## config.mk

```make
export PLATFORM = sky130hd
export DESIGN_NAME = serial_subtractor_flat
export DESIGN_NICKNAME = d
export VERILOG_FILES = /design/src/rtl/serial_subtractor_pkg.sv /design/src/rtl/serial_subtractor_if.sv /design/src/rtl/serial_subtractor_full_subtractor.sv /design/src/rtl/serial_subtractor.sv /design/src/flat_wrapper.sv
export SDC_FILE = /design/constraint.sdc
export NUM_CORES = 1
export LEC_CHECK = 0
export ABC_AREA = 1
export BUFFER_PORTS_ARGS = -buffer_cell sky130_fd_sc_hd__buf_2
export CAP_MARGIN = 15
export CORE_MARGIN = 4
export CORE_UTILIZATION = 30
export CTS_CLUSTER_DIAMETER = 120
export DETAILED_ROUTE_END_ITERATION = 8
export GPL_TIMING_DRIVEN = 0
export SLEW_MARGIN = 15
export SYNTH_ARGS = -nofsm -noshare
export SYNTH_HDL_FRONTEND = slang
export SYNTH_SLANG_ARGS = --single-unit
```

## constraint.sdc

```tcl
create_clock -name clk -period 3.45 [get_ports clk]
set_input_delay 0.69 -clock clk [delete_from_list [all_inputs] [get_ports clk]]
set_output_delay 0.69 -clock clk [all_outputs]
set_load 0.05 [all_outputs]
```

## src/rtl/serial_subtractor_pkg.sv

```systemverilog
// Shared types for the bit-serial subtractor.
package serial_subtractor_pkg;

  typedef enum logic [1:0] {
    IDLE = 2'd0,
    RUN  = 2'd1,
    DONE = 2'd2
  } state_e;

endpackage

```

## src/rtl/serial_subtractor_if.sv

```systemverilog
// Request/result bundle of the bit-serial subtractor.
interface serial_subtractor_if #(
  parameter int WIDTH = 8
);

  logic             start;
  logic [WIDTH-1:0] a;
  logic [WIDTH-1:0] b;
  logic             busy;
  logic             done;
  logic [WIDTH-1:0] diff;
  logic             borrow;

  modport master (
    output start, a, b,
    input  busy, done, diff, borrow
  );

  modport slave (
    input  start, a, b,
    output busy, done, diff, borrow
  );

endinterface

```

## src/rtl/serial_subtractor_full_subtractor.sv

```systemverilog
// One-bit full-subtractor cell: d = a - b - bin, with borrow-out.
module full_subtractor (
  input  logic a,
  input  logic b,
  input  logic bin,
  output logic d,
  output logic bout
);

  assign d    = a ^ b ^ bin;
  assign bout = (~a & b) | (~(a ^ b) & bin);

endmodule

```

## src/rtl/serial_subtractor.sv

```systemverilog
// Bit-serial WIDTH-bit subtractor: diff = a - b, LSB first, one bit per clock,
// with a start/done handshake and a single shared full-subtractor cell.
module serial_subtractor #(
  parameter int WIDTH = 8
) (
  input logic                clk,
  input logic                rst,
  serial_subtractor_if.slave bus
);

  import serial_subtractor_pkg::*;

  // Sized for WIDTH+1 values so that WIDTH=1 still gets a 1-bit counter.
  localparam int CW = $clog2(WIDTH + 1);

  state_e           state;
  state_e           state_nxt;
  logic             accept;
  logic             last_bit;

  logic [WIDTH-1:0] a_sh;
  logic [WIDTH-1:0] b_sh;
  logic [WIDTH-1:0] diff_sh;
  logic [WIDTH-1:0] diff_sh_nxt;
  logic [WIDTH-1:0] diff_q;
  logic             bin;
  logic             borrow_q;
  logic [CW-1:0]    cnt;

  logic             cell_d;
  logic             cell_bout;

  full_subtractor u_cell (
    .a    (a_sh[0]),
    .b    (b_sh[0]),
    .bin  (bin),
    .d    (cell_d),
    .bout (cell_bout)
  );

  assign last_bit = (cnt == CW'(WIDTH - 1));

  // Shift-based form keeps the MSB insert legal even when WIDTH=1.
  assign diff_sh_nxt = (diff_sh >> 1) | (WIDTH'(cell_d) << (WIDTH - 1));

  always_comb begin
    // NOTE: every output of this block gets a default first, so no path can infer a latch.
    state_nxt = state;
    accept    = 1'b0;
    case (state)
      IDLE: begin
        if (bus.start) begin
          accept    = 1'b1;
          state_nxt = RUN;
        end
      end
      RUN: begin
        if (last_bit) state_nxt = DONE;
      end
      DONE: begin
        if (bus.start) begin
          accept    = 1'b1;
          state_nxt = RUN;
        end else begin
          state_nxt = IDLE;
        end
      end
      default: state_nxt = IDLE;
    endcase
  end

  // NOTE: sequential state uses non-blocking assignments so every register samples pre-edge values.
  always_ff @(posedge clk) begin
    if (rst) state <= IDLE;
    else     state <= state_nxt;
  end

  always_ff @(posedge clk) begin
    if (rst) begin
      a_sh     <= '0;
      b_sh     <= '0;
      diff_sh  <= '0;
      diff_q   <= '0;
      bin      <= 1'b0;
      borrow_q <= 1'b0;
      cnt      <= '0;
    end else if (accept) begin
      a_sh    <= bus.a;
      b_sh    <= bus.b;
      diff_sh <= '0;
      bin     <= 1'b0;
      cnt     <= '0;
    end else if (state == RUN) begin
      a_sh    <= a_sh >> 1;
      b_sh    <= b_sh >> 1;
      diff_sh <= diff_sh_nxt;
      bin     <= cell_bout;
      cnt     <= cnt + CW'(1);
      // Result registers load on the final bit so they are valid during DONE.
      if (last_bit) begin
        diff_q   <= diff_sh_nxt;
        borrow_q <= cell_bout;
      end
    end
  end

  assign bus.busy   = (state == RUN);
  assign bus.done   = (state == DONE);
  assign bus.diff   = diff_q;
  assign bus.borrow = borrow_q;

endmodule

```

## src/flat_wrapper.sv

```systemverilog
// flat-port wrapper written by rule: the top's interface ports become plain ports
module serial_subtractor_flat import serial_subtractor_pkg::*;
#(
  parameter int WIDTH = 8
)
  (clk, rst, bus_start, bus_a, bus_b, bus_busy, bus_done, bus_diff, bus_borrow);
  serial_subtractor_if #(.WIDTH(WIDTH)) bus_i ();
  input logic clk;
  input logic rst;
  input wire logic [$bits(bus_i.start)-1:0] bus_start;
  input wire logic [$bits(bus_i.a)-1:0] bus_a;
  input wire logic [$bits(bus_i.b)-1:0] bus_b;
  output wire logic [$bits(bus_i.busy)-1:0] bus_busy;
  output wire logic [$bits(bus_i.done)-1:0] bus_done;
  output wire logic [$bits(bus_i.diff)-1:0] bus_diff;
  output wire logic [$bits(bus_i.borrow)-1:0] bus_borrow;
  assign bus_i.start = bus_start;
  assign bus_i.a = bus_a;
  assign bus_i.b = bus_b;
  assign bus_busy = bus_i.busy;
  assign bus_done = bus_i.done;
  assign bus_diff = bus_i.diff;
  assign bus_borrow = bus_i.borrow;
  serial_subtractor #(.WIDTH(WIDTH)) u_core (.clk(clk), .rst(rst), .bus(bus_i));
endmodule
```

# ---- Word-level counts from Yosys, hierarchy flattened
# Cells that the tools add are included.
dict set report totals {
  out_inout_bits 11
  latchBits 0
  romBits 0
  ram_bits 0
  reg_bits 40
  input_bits 19
  memories 0
  elab_cells 39
}
dict set report op_classes {
  n_shift 0
  n_mux 10
  bitwise_logic 9
  mul 0
  n_div 0
  reduce_logical 6
  order_cmp 0
  n_eq_ne 5
  addsub 1
}
# op count
set op_table {}
lappend op_table {{8-bit two-way mux} 4}
lappend op_table {{7-bit by 8-bit OR with 8-bit output} 1}
lappend op_table {{2-bit case mux with 3 select lines} 1}
lappend op_table {{4-bit by 1-bit adder with 4-bit output (second input constant)} 1}
lappend op_table {{4-bit by 3-bit == test with 1-bit output (second input constant)} 1}
lappend op_table {{2-bit two-way mux} 2}
lappend op_table {{2-bit OR reduction} 2}
lappend op_table {{1-bit two-way mux} 3}
lappend op_table {{1-bit inverter} 3}
lappend op_table {{3-bit AND reduction} 1}
lappend op_table {{1-bit bitwise AND} 2}
lappend op_table {{2-bit by 1-bit == test with 1-bit output (second input constant)} 1}
lappend op_table {{2-bit == test (second input constant)} 1}
lappend op_table {{2-bit zero test} 1}
lappend op_table {{2-bit by 1-bit inequality test with 1-bit output (second input constant)} 1}
lappend op_table {{2-bit inequality test (second input constant)} 1}
lappend op_table {{2-bit AND reduction} 1}
lappend op_table {{2-bit nonzero test} 1}
lappend op_table {{1-bit XOR} 2}
lappend op_table {{1-bit OR} 1}

# ---- Logic depth before layout (Yosys ltp)
dict set report depth {
  word_depth 5
  depth_mapped 8
  depth_no_buf 7
}

# ---- By module
# From an unflattened synthesis, not the netlist that was laid out.
dict set report unflattened {
  cells_unflattened 247
  hier_area_um2 1744.2
}
# module cells_per_inst area_per_inst_um2 instances seq_area_each_um2
set modules_own_cells {}
lappend modules_own_cells {serial_subtractor 243 1712.9 1 780.7}
lappend modules_own_cells {full_subtractor 4 31.3 1 0.0}

# ---- Least setup slack after synthesis
# OpenSTA, ideal clock, no wires.
dict set report synth_path {
  kind {reg-to-output}
  from {register u_core.state[1]}
  to {output bus_done}
  arrival_ps 1212
  path_stages_with_launch 3
  required_time_ps 2760
  n_path_buf 0
  setup_slack_ps 1548
  cell_sequence {dfxtp_1 > inv_4 > nor2_1}
}
dict set report synth_via {
  elab_chain_len 1
}
# element line_no
set synth_lines {}
lappend synth_lines {{from (decl)} serial_subtractor.sv:16} ;# state_e state;
lappend synth_lines {{from (signal assigned)} serial_subtractor.sv:75} ;# else state <= state_nxt;
lappend synth_lines {{2-bit == test} serial_subtractor.sv:108} ;# assign bus.done = (state == DONE);
lappend synth_lines {{to (decl)} flat_wrapper.sv:14} ;# output wire logic [$bits(bus_i.done)-1:0] bus_done;
# No other way between the ends.

# ---- Worst setup path after layout
dict set report layout_path {
  from {register u_core.state[0]}
  to {output bus_busy}
}
dict set report layout_via {
  elab_chain_len 1
}
# element line_no
set layout_lines {}
lappend layout_lines {{2-bit by 1-bit == test with 1-bit output} serial_subtractor.sv:107} ;# assign bus.busy = (state == RUN);
lappend layout_lines {{to (decl)} flat_wrapper.sv:13} ;# output wire logic [$bits(bus_i.busy)-1:0] bus_busy;
# No other way between the ends.

==> impl_metrics.prom <==
# TYPE chip_impl_metric gauge
chip_impl_metric{name="ant_nets",unit=""} 0
chip_impl_metric{name="cpPeakStageDelay",unit="ns"} 0.33
chip_impl_metric{name="synth.yosys.warnings",unit=""} 0
chip_impl_metric{name="insertedDiodeCount",unit=""} 0
chip_impl_info{name="critical_path.top_delay_family",value="buffers and inverters"} 1
chip_impl_metric{name="met2_wirelength",unit="microns"} 1667
chip_impl_metric{name="vertical_die_dimension",unit="microns"} 85.23
chip_impl_metric{name="syn_nets",unit=""} 265
chip_impl_metric{name="ys_types",unit=""} 24
chip_impl_metric{name="place_hpwl",unit="microns"} 2733
chip_impl_metric{name="p_per_area",unit="nW/um^2"} 438.0
chip_impl_metric{name="timing.setup.tns",unit="ns"} 0
chip_impl_metric{name="synth_seq_cells",unit=""} 39
chip_impl_metric{name="grt_pass1_wl",unit="microns"} 6686
chip_impl_info{name="class_of_the_most_critical_hold_timing_path",value="reg2reg"} 1
chip_impl_metric{name="combinationalPowerShare",unit="%"} 14.6
chip_impl_metric{name="maxSlewHeadroom",unit="%"} 80.12
chip_impl_metric{name="cts_resized",unit=""} 0
chip_impl_metric{name="drcViolationCount",unit=""} 0
chip_impl_metric{name="port-buffer-count",unit=""} 28
chip_impl_info{name="setup.worst_path.end_class",value="primary output"} 1
chip_impl_info{name="crit_chain",value="buf_6 -> inv_8 -> nor2_8 -> buf_4 -> buf_2"} 1
chip_impl_metric{name="floorplan_core_area",unit="sq um"} 5642
chip_impl_metric{name="routed-via-count",unit=""} 1538
chip_impl_metric{name="syn-cell-area",unit="sq um"} 1789
chip_impl_metric{name="cts_hold_buffers",unit=""} 0
chip_impl_info{name="start_kind",value="register"} 1
chip_impl_metric{name="route.met3.wl",unit="microns"} 208
chip_impl_metric{name="start_util",unit="%"} 31.71
chip_impl_metric{name="total_leakage_power",unit="nW"} 1.010
chip_impl_metric{name="tightest_slew",unit="ns"} 0.2979
chip_impl_metric{name="fin_ws",unit="ns"} 1.308
chip_impl_info{name="grt_setup_unrepaired",value="no"} 1
chip_impl_metric{name="power.switching",unit="uW"} 259.5
chip_impl_metric{name="flow.area_growth_from_synthesis",unit="%"} 17.83
chip_impl_metric{name="yosysSeqAreaShare",unit="%"} 43.64
chip_impl_metric{name="share_clk_of_total_power",unit="%"} 33.3
chip_impl_metric{name="period_share",unit="%"} 62.08
chip_impl_metric{name="cts_sinks",unit=""} 39
chip_impl_metric{name="report.final.slew_viol_count",unit=""} 0
chip_impl_info{name="dr.max_layer_used",value="met4"} 1
chip_impl_info{name="slowest_stage",value="sky130_fd_sc_hd__dfxtp_1"} 1
chip_impl_metric{name="firstDrtPassIters",unit=""} 4
chip_impl_metric{name="detail_route.wirelength.met1",unit="microns"} 1861
chip_impl_metric{name="floorplan.die_area",unit="sq um"} 7263
chip_impl_metric{name="arrival",unit="ns"} 1.45
chip_impl_metric{name="dieWidth",unit="microns"} 85.23
chip_impl_metric{name="placement_rows",unit=""} 27
chip_impl_metric{name="post_route_cells_drive_above_1_share",unit="%"} 21.79
chip_impl_metric{name="routedWlPerCell",unit="microns"} 10.79
chip_impl_metric{name="deepest_level_of_the_cts_h_tree",unit=""} 2
chip_impl_metric{name="clock_path_buffers",unit=""} 2
chip_impl_metric{name="postLayoutCellArea",unit="sq um"} 2108
chip_impl_metric{name="maxCapViolations",unit=""} 0
chip_impl_metric{name="final_util",unit="%"} 37.37
chip_impl_metric{name="number_of_global_route_vias_before_repair",unit=""} 1471
chip_impl_metric{name="route.detailed.vias_per_inst",unit=""} 4.369
chip_impl_metric{name="worst_skew_pair.late_latency",unit="ns"} 0.29
chip_impl_metric{name="initial_antenna_violation_count",unit=""} 0
chip_impl_metric{name="grt_use_total",unit="%"} 11.46
chip_impl_metric{name="max_clock_freq",unit="MHz"} 466.9
chip_impl_info{name="tritoncts_clock_tree",value="built"} 1
chip_impl_metric{name="final_period_demand_of_the_worst_path",unit="ns"} 2.142
chip_impl_metric{name="grt_max_degree",unit=""} 14
chip_impl_metric{name="crit_required",unit="ns"} 2.76
chip_impl_metric{name="gpl.final_weighted_congestion",unit=""} 0.8023
chip_impl_metric{name="routed_wl",unit="microns"} 3797
chip_impl_metric{name="power_report.internal_total",unit="uW"} 663.9
chip_impl_info{name="clock_tree_root",value="sky130_fd_sc_hd__clkbuf_8"} 1
chip_impl_metric{name="post_cts.repair.setup_buffers",unit=""} 0
chip_impl_info{name="run_status",value="finished clean"} 1
chip_impl_metric{name="dpl_cell_area",unit="sq um"} 2019
chip_impl_metric{name="vdd_drop_max",unit="mV"} 0.1763
chip_impl_metric{name="cts_inserted_buffers",unit=""} 5
chip_impl_info{name="critical_path_class",value="reg2out"} 1
chip_impl_metric{name="post_synth_inst_count",unit=""} 244
chip_impl_metric{name="layout.nets",unit=""} 300
chip_impl_metric{name="worst_clock_skew",unit="ns"} 0.007024
chip_impl_metric{name="final-setup-viol-count",unit=""} 0
chip_impl_metric{name="clkSlewWorstSetupHoldPaths",unit="ns"} 0.08
chip_impl_metric{name="syn_area_per_cell",unit="sq um"} 7.333
chip_impl_metric{name="holdWs",unit="ns"} 0.4664
chip_impl_metric{name="pre_cts_slack",unit="ns"} 1.603
chip_impl_metric{name="design.portCount",unit=""} 30
chip_impl_metric{name="grt_remaining_overflow",unit=""} 0
chip_impl_metric{name="switching_share",unit="%"} 28.10
chip_impl_metric{name="path_buf_inv",unit=""} 4
chip_impl_metric{name="share_seq_of_total_power",unit="%"} 52.1
chip_impl_metric{name="cp_max_fo",unit=""} 10
chip_impl_metric{name="drt-initial-drc-count",unit=""} 60
chip_impl_metric{name="finalHoldViolCount",unit=""} 0
-- flip-flops by register name (all words and copies together), names as in the netlist --
| register | flops |
|---|---|
| u_core.bin | 1 |
| u_core.cnt | 4 |
| u_core.state | 2 |
| u_core.diff_sh | 7 |
| u_core.bus.diff | 8 |
| u_core.a_sh | 8 |
| u_core.b_sh | 8 |
| u_core.bus.borrow | 1 |
-- kinds of logic (layout without fill, tap and decap cells) --
| family | count (synthesis) | after routing | synth area share [%] |
|---|---|---|---|
| simple gates | 132 | 132 | 33.50 |
| buf+inv | 43 | 79 | 12.73 |
| flops | 39 | 39 | 43.64 |
| compound gates | 28 | 28 | 8.322 |
| fa+ha+maj | 2 | 2 | 1.818 |
-- through the flow --
| step | power (mW) | cells |
|---|---|---|
| floorplan | 0.5914 | 244 |
| global placement | 0.6273 | 344 |
| detailed placement | 0.6285 | 344 |
| CTS | 0.9318 | 352 |
| global route | 0.9749 | 352 |
| finish | 0.9234 | 352 |
-- layout by cell type (no fill, tap or decap), types with 2 or more instances in the layout --
cell type,Yosys,routed
sky130_fd_sc_hd__clkinvlp_4,0,2
sky130_fd_sc_hd__nor2_1,32,32
sky130_fd_sc_hd__dfxtp_1,39,39
sky130_fd_sc_hd__inv_1,31,31
sky130_fd_sc_hd__buf_6,3,3
sky130_fd_sc_hd__nand3_2,3,3
sky130_fd_sc_hd__clkbuf_8,0,5
sky130_fd_sc_hd__nand2_4,4,4
sky130_fd_sc_hd__nand2_1,69,69
sky130_fd_sc_hd__buf_2,0,28
sky130_fd_sc_hd__nand3_1,18,18
sky130_fd_sc_hd__o21ai_0,11,11
sky130_fd_sc_hd__nor2_2,2,2
sky130_fd_sc_hd__inv_2,2,2
sky130_fd_sc_hd__buf_8,2,2
sky130_fd_sc_hd__buf_4,3,3
sky130_fd_sc_hd__a21oi_1,15,15
-- final timing paths --
| kind | cells past startpoint | end | from | slack, ns |
|---|---|---|---|---|
| max reg2reg | 7 | u_core.bus.diff[5]$_SDFFE_PP0P_ | u_core.cnt[0]$_SDFFE_PP0P_ | 2.13 |
| min | 2 | u_core.bus.diff[3]$_SDFFE_PP0P_ | u_core.diff_sh[4]$_SDFFE_PP0P_ | 0.47 |
| max | 5 | bus_busy | u_core.state[0]$_SDFFE_PP0P_ | 1.31 |
| min reg2reg | 2 | u_core.bus.diff[3]$_SDFFE_PP0P_ | u_core.diff_sh[4]$_SDFFE_PP0P_ | 0.47 |
-- power groups by stage --
stage	registers, mW	clock network, mW	logic [mW]
6_report	0.481	0.307	0.135
5_1_grt	0.484	0.336	0.155
4_1_cts	0.481	0.313	0.138
3_5_place_dp	0.492	0	0.137
3_3_place_gp	0.492	0	0.135
2_1_floorplan	0.489	0	0.102
-- layer usage --
metal  global-route usage (%)  vias up
met5                        0        -
met4                    4.317        0
met3                    2.621        6
met2                    17.58       33
met1                    15.62      684
li1                         -      815
-- tightest hold or removal path, cell delays in order, from the launching register on --
cell and delay [ns]:
sky130_fd_sc_hd__dfxtp_1 0.33, sky130_fd_sc_hd__nand2_1 0.06, sky130_fd_sc_hd__nand2_1 0.04
-- layout make-up --
cell class / instances / area [sq um]
inverter: 35 / 141.4
clock buffer: 5 / 68.82
buffer: 8 / 86.33
multi-input combinational: 162 / 780.7
fill: 611 / 3533
tap: 72 / 90.09
timing repair buffer: 28 / 140.1
clock inverter: 3 / 20.02
sequential: 39 / 780.7
-- cell usage after synthesis --
| master | number | area share, % |
|---|---|---|
| sky130_fd_sc_hd__a21oi_1 | 15 | 4.2 |
| sky130_fd_sc_hd__a21oi_2 | 1 | 0.49 |
| sky130_fd_sc_hd__buf_4 | 3 | 1.3 |
| sky130_fd_sc_hd__buf_6 | 3 | 1.9 |
| sky130_fd_sc_hd__buf_8 | 2 | 1.7 |
| sky130_fd_sc_hd__dfxtp_1 | 39 | 44 |
| sky130_fd_sc_hd__fa_1 | 1 | 1.1 |
| sky130_fd_sc_hd__ha_1 | 1 | 0.70 |
| sky130_fd_sc_hd__inv_1 | 31 | 6.5 |
| sky130_fd_sc_hd__inv_2 | 2 | 0.42 |
| sky130_fd_sc_hd__inv_4 | 1 | 0.35 |
| sky130_fd_sc_hd__inv_8 | 1 | 0.63 |
| sky130_fd_sc_hd__nand2_1 | 69 | 14 |
| sky130_fd_sc_hd__nand2_2 | 1 | 0.35 |
| sky130_fd_sc_hd__nand2_4 | 4 | 2.5 |
| sky130_fd_sc_hd__nand3_1 | 18 | 5.0 |
| sky130_fd_sc_hd__nand3_2 | 3 | 1.7 |
| sky130_fd_sc_hd__nor2_1 | 32 | 6.7 |
| sky130_fd_sc_hd__nor2_2 | 2 | 0.70 |
| sky130_fd_sc_hd__nor2_4 | 1 | 0.63 |
| sky130_fd_sc_hd__nor2_8 | 1 | 1.1 |
| sky130_fd_sc_hd__nor3_1 | 1 | 0.28 |
| sky130_fd_sc_hd__o211a_1 | 1 | 0.56 |
| sky130_fd_sc_hd__o21ai_0 | 11 | 3.1 |
Power figures use the tool's default switching activity.
